--- config.mk ---
export PLATFORM = sky130hd
export DESIGN_NAME = dest_router
export DESIGN_NICKNAME = d
export VERILOG_FILES = /design/src/rtl/dest_router_pkg.sv /design/src/rtl/dest_decoder.sv /design/src/rtl/dest_router.sv
export SDC_FILE = /design/constraint.sdc
export NUM_CORES = 1
export LEC_CHECK = 0
export CAP_MARGIN = 25
export CORE_ASPECT_RATIO = 0.7
export CORE_UTILIZATION = 48
export CTS_CLUSTER_SIZE = 16
export DETAILED_ROUTE_END_ITERATION = 8
export PLACE_DENSITY = 0.79
export SYNTH_ARGS = -nofsm -noshare
export SYNTH_HDL_FRONTEND = slang
export SYNTH_SLANG_ARGS = --single-unit
--- constraint.sdc ---
create_clock -name clk -period 2.7 [get_ports clk]
set_input_delay 0.27 -clock clk [delete_from_list [all_inputs] [get_ports clk]]
set_output_delay 0.27 -clock clk [all_outputs]
set_load 0.01 [all_outputs]
--- src/rtl/dest_router_pkg.sv ---
// Shared constants and FSM encoding for the destination router.
package dest_router_pkg;

    localparam int WORD_SIZE = 10;
    localparam int DEST_W    = 2;
    localparam int NUM_DEST  = 1 << DEST_W;

    typedef enum logic [1:0] {
        IDLE  = 2'd0,
        FETCH = 2'd1,
        HOLD  = 2'd2
    } state_t;

endpackage

--- src/rtl/dest_decoder.sv ---
// Binary destination field to one-hot port select.
module dest_decoder #(
    parameter int DEST_W   = dest_router_pkg::DEST_W,
    parameter int NUM_DEST = dest_router_pkg::NUM_DEST
) (
    input  logic [DEST_W-1:0]   sel,
    output logic [NUM_DEST-1:0] onehot
);
    import dest_router_pkg::*;

    // Set exactly one bit for the selected destination.
    always_comb begin
        // NOTE: assign a default before any conditional write so no latch is inferred.
        onehot      = '0;
        onehot[sel] = 1'b1;
    end

endmodule

--- src/rtl/dest_router.sv ---
// Pops words from an upstream FIFO and writes each one to the destination
// named by its top DEST_W bits. A blocked head word parks in HOLD and stalls
// all routing until its destination drains (strict in-order delivery).
module dest_router #(
    parameter int WORD_SIZE = dest_router_pkg::WORD_SIZE,
    parameter int DEST_W    = dest_router_pkg::DEST_W,
    parameter int NUM_DEST  = dest_router_pkg::NUM_DEST
) (
    input  logic                 clk,
    input  logic                 reset_L,
    input  logic                 enable,
    input  logic                 fifo_empty,
    input  logic [WORD_SIZE-1:0] fifo_data_out,
    output logic                 fifo_rd,
    input  logic [NUM_DEST-1:0]  dst_almost_full,
    output logic [NUM_DEST-1:0]  dst_wr,
    output logic [WORD_SIZE-1:0] dst_data,
    output logic [7:0]           pkt_count,
    output logic                 busy
);
    import dest_router_pkg::*;

    state_t               state;
    state_t               state_nxt;
    logic [WORD_SIZE-1:0] hold_word;
    logic [WORD_SIZE-1:0] route_word;
    logic [NUM_DEST-1:0]  dest_onehot;
    logic                 blocked;
    logic                 deliver;
    logic                 can_fetch;

    // A pop is only legal with data present, fetching enabled and reset released.
    assign can_fetch = reset_L & enable & ~fifo_empty;

    // In FETCH the word is live on the FIFO read port; in HOLD it comes from the hold register.
    assign route_word = (state == HOLD) ? hold_word : fifo_data_out;

    dest_decoder #(
        .DEST_W   (DEST_W),
        .NUM_DEST (NUM_DEST)
    ) u_dest_decoder (
        .sel    (route_word[WORD_SIZE-1 -: DEST_W]),
        .onehot (dest_onehot)
    );

    assign blocked = |(dest_onehot & dst_almost_full);
    assign busy    = (state != IDLE);

    // Next-state, pop request and delivery decision.
    always_comb begin
        state_nxt = state;
        fifo_rd   = 1'b0;
        deliver   = 1'b0;
        unique case (state)
            IDLE: begin
                fifo_rd = can_fetch;
                if (can_fetch) state_nxt = FETCH;
            end
            FETCH: begin
                if (blocked) begin
                    state_nxt = HOLD;
                end else begin
                    deliver   = 1'b1;
                    fifo_rd   = can_fetch;
                    state_nxt = can_fetch ? FETCH : IDLE;
                end
            end
            HOLD: begin
                if (!blocked) begin
                    deliver   = 1'b1;
                    state_nxt = IDLE;
                end
            end
            default: state_nxt = IDLE;
        endcase
    end

    // State register.
    always_ff @(posedge clk) begin
        // NOTE: sequential state always uses non-blocking assignments.
        if (!reset_L) state <= IDLE;
        else          state <= state_nxt;
    end

    // Capture the fetched word so it survives a stall in HOLD.
    always_ff @(posedge clk) begin
        // NOTE: this single data register is reset on purpose so a discarded word never lingers.
        if (!reset_L)            hold_word <= '0;
        else if (state == FETCH) hold_word <= fifo_data_out;
    end

    // Registered write strobe and data; data holds between writes.
    always_ff @(posedge clk) begin
        if (!reset_L) begin
            dst_wr   <= '0;
            dst_data <= '0;
        end else begin
            dst_wr <= deliver ? dest_onehot : '0;
            if (deliver) dst_data <= route_word;
        end
    end

    // Count each cycle that carries a write strobe; wraps naturally at 8 bits.
    always_ff @(posedge clk) begin
        if (!reset_L)     pkt_count <= '0;
        else if (|dst_wr) pkt_count <= pkt_count + 8'd1;
    end

endmodule

==> results_dict.tcl <==
set metrics [dict create \
    port_buffers 41 \
    clock_skew_ns 0.00328 \
    drt_iter0_markers 60 \
    syn-num-nets 177 \
    drive_above_1_share_pct 10.4 \
    synth_cell_type_count 31 \
    area_growth_syn_to_layout_pct 31.5 \
    pwr_density_cell_nw_per_um2 596 \
    post_synth_inst_count 155 \
    grt_antenna_before_repair 0 \
    overflow 0 \
    ctsRootBufferMaster "clkbuf_8" \
    cp_data_required_time_ns 2.43 \
    final_nets 216 \
    dr_vias 1230 \
    fin_worst_hold_slack_ns 0.481 \
    timing.critical_path.arrival_ns 2.29 \
    share_comb_of_total_power_pct 25.3 \
    max_slew_violation_total_from_the_final_report 0 \
    worst-setup-path-type "reg2out" \
    detail_route.first_pass.iterations 6 \
    layout.core_utilization_pct 66.4 \
    gp_congestion 0.874 \
    power_frac_clock_pct 28.2 \
    ant_nets 0 \
    cts.path.max_buffers 2 \
    critPathCaptureType "output port" \
    final_critical_path_share_of_the_clock_period_pct 94.8 \
    initial_util_pct 50.5 \
    setup_viol 0 \
    measured_slew_at_the_worst_slew_check_pin_ns 0.359 \
    synth.yosys.warnings 0 \
    die_area_um2 3570 \
    antenna-diode-count 0 \
    internal_power_mw 0.915 \
    outcome "finished, final reports clean" \
    hold_violations 0 \
    cap_violations 0 \
    die_h_um 50.3 \
    tritoncts_num_sinks 34 \
    fp-row-count 17 \
    hp-class "reg2reg" \
    ioPinCount 42 \
    sequentialPowerShare_pct 46.5 \
    detailed_place_hpwl_um 2450 \
    tritoncts.num_buffers 5 \
    grt_max_degree 36 \
    avgRoutedWirePerCell_um 14.5 \
    cts-htree-levels 2 \
    grtUsageTotal_pct 20.4 \
    postSynthRegisterBits 34 \
    placeableCoreArea_um2 3170 \
    tns_ns 0 \
    setup_repair_after_global_routing_missed_its_margin "false" \
    worstSkewPairLatency_ns 0.27 \
    crit_path_start_kind "flop" \
    global_route_wire_length_before_repair_um 5530 \
    max-vdd-ir-drop_mv 0.428 \
    final.min_clock_period_ns 2.56 \
    switching_share_pct 27.0 \
    totalWireLength_um 3340 \
    clk_transition_reported_paths_ns 0.06 \
    synth_area_um2 1600 \
    fmax_mhz 391 \
    net-switching-power_mw 0.338 \
    slew_headroom_pct 76.0 \
    fp.dieW_um 71.0 \
    final.fill_count 253 \
    ys_seq_area_share_pct 42.6 \
    syn-mean-instance-area_um2 10.3 \
    critical_path_peak_fanout 5 \
    number_of_global_route_vias_before_repair 1204 \
    standby_leakage_power_nw 0.873 \
    avgViaCountPerCell 5.32 \
    total_power_mw 1.25 \
    drc 0 \
    cts-hold-fix-buffers 0 \
    tritoncts_clock_tree "done" \
]
through the flow:
stage | instance area (um2) | setup slack [ns] | std cells
after CTS | 2090 | 0.0268 | 231
after global placement | 2010 | 0.324 | 225
after global routing | 2100 | 0.0211 | 231
after floorplan | 1600 | 0.642 | 155
after detailed placement | 2010 | 0.245 | 225
final | 2100 | 0.141 | 231
registers in the layout, indices dropped and copies added (netlist names):
register   count
dst_wr         4
dst_data      10
hold_word     10
state          2
pkt_count      8
power groups by stage:
stage | Combinational, mW | Clock [mW] | Sequential, mW
4_1_cts | 0.316 | 0.362 | 0.583
3_3_place_gp | 0.305 | 0 | 0.590
3_5_place_dp | 0.315 | 0 | 0.593
6_report | 0.317 | 0.353 | 0.583
5_1_grt | 0.344 | 0.385 | 0.588
2_1_floorplan | 0.185 | 0 | 0.599
worst max-delay path: stages, from the launching register on:
cell and delay [ns]:
dfxtp_1 0.34, inv_2 0.10, ha_4 0.19, mux2_2 0.38, nand3_1 0.09, and4_4 0.22
a21oi_1 0.06, nor2_1 0.08, clkdlybuf4s50_1 0.53
cell usage in the layout (no fill, tap or decap), types with 3 or more instances in the layout:
cell,instances
o211a_1,9
nand4_1,3
dfxtp_1,34
ha_1,3
xnor2_1,5
buf_4,4
nand2_1,4
clkdlybuf4s50_1,41
nor2_1,4
mux2i_1,20
nor2b_1,11
clkbuf_8,6
a21oi_1,3
inv_1,3
and2_1,7
nand3_1,15
synthesized netlist by cell type:
cell type	instances	area (um2)
o21ai_1	1	5.00
nand3_2	1	10.0
a41o_1	1	10.0
buf_1	1	3.75
nand3b_1	1	7.51
nand3_1	15	75.1
and4_4	2	22.5
mux2i_1	20	200
and3_1	1	6.26
xor2_1	2	17.5
nand4_1	3	18.8
mux2_2	2	22.5
nand2_1	4	15.0
or4_1	1	7.51
xnor2_1	5	43.8
and2_4	1	8.76
and4_1	2	17.5
nand4b_1	1	8.76
o221ai_1	1	8.76
o211a_1	9	90.1
and2_1	7	43.8
clkbuf_1	8	30.0
nor2_1	4	15.0
buf_6	4	45.0
nor2b_1	11	68.8
mux2i_4	1	22.5
mux2i_2	1	13.8
inv_1	4	15.0
dfxtp_1	34	681
a21oi_1	3	15.0
ha_1	4	50.1
final timing paths:
| path | startpoint | endpoint | slack [ns] | cells past startpoint |
|---|---|---|---|---|
| worst min register to register | dst_data[8]$_SDFFE_PN0P_ | dst_data[8]$_SDFFE_PN0P_ | 0.48 | 2 |
| worst max register to register | state[0]$_SDFFE_PN0P_ | dst_wr[0]$_SDFF_PN0_ | 0.63 | 8 |
| worst min-delay path | dst_data[8]$_SDFFE_PN0P_ | dst_data[8]$_SDFFE_PN0P_ | 0.48 | 2 |
| worst max-delay path | state[0]$_SDFFE_PN0P_ | fifo_rd | 0.14 | 8 |
metal layers:
layer | vias to the layer above | part of all wire (%) | track usage, %
met3 | 4 | 3.2 | 4.82
met2 | 20 | 48 | 35.1
li1 | 621 | - | -
met5 | - | 0 | 0
met1 | 585 | 48 | 25.2
met4 | 0 | 0.99 | 7.00
kinds of logic (layout without fill, tap and decap cells):
logic type / Yosys count / count (layout) / synth area share, %
AO/OA/AOI/OAI: 15 / 15 / 8.06
XOR/XNOR: 7 / 7 / 3.83
adder cells (fa/ha/maj): 4 / 4 / 3.13
buffers and inverters: 17 / 55 / 5.87
flip-flops: 34 / 34 / 42.6
multiplexers: 24 / 24 / 16.2
AND/OR/NAND/NOR: 54 / 54 / 20.3
what timing repair did:
action                                  4_1_cts  5_1_grt
pin swaps                                     0        0
gates resized for setup                       1        2
setup buffers                                 0        0
endpoints found under the setup margin        1        1
cell type report:
type	instances	area [um2]	area share, %
well taps	38	47.5	2.26
inverters	4	15.0	0.714
flip-flops and latches	34	681	32.4
multi-input cells	104	837	39.8
repair buffers	45	440	20.9
clock buffers	6	82.6	3.93
Power figures use the tool's default switching activity.
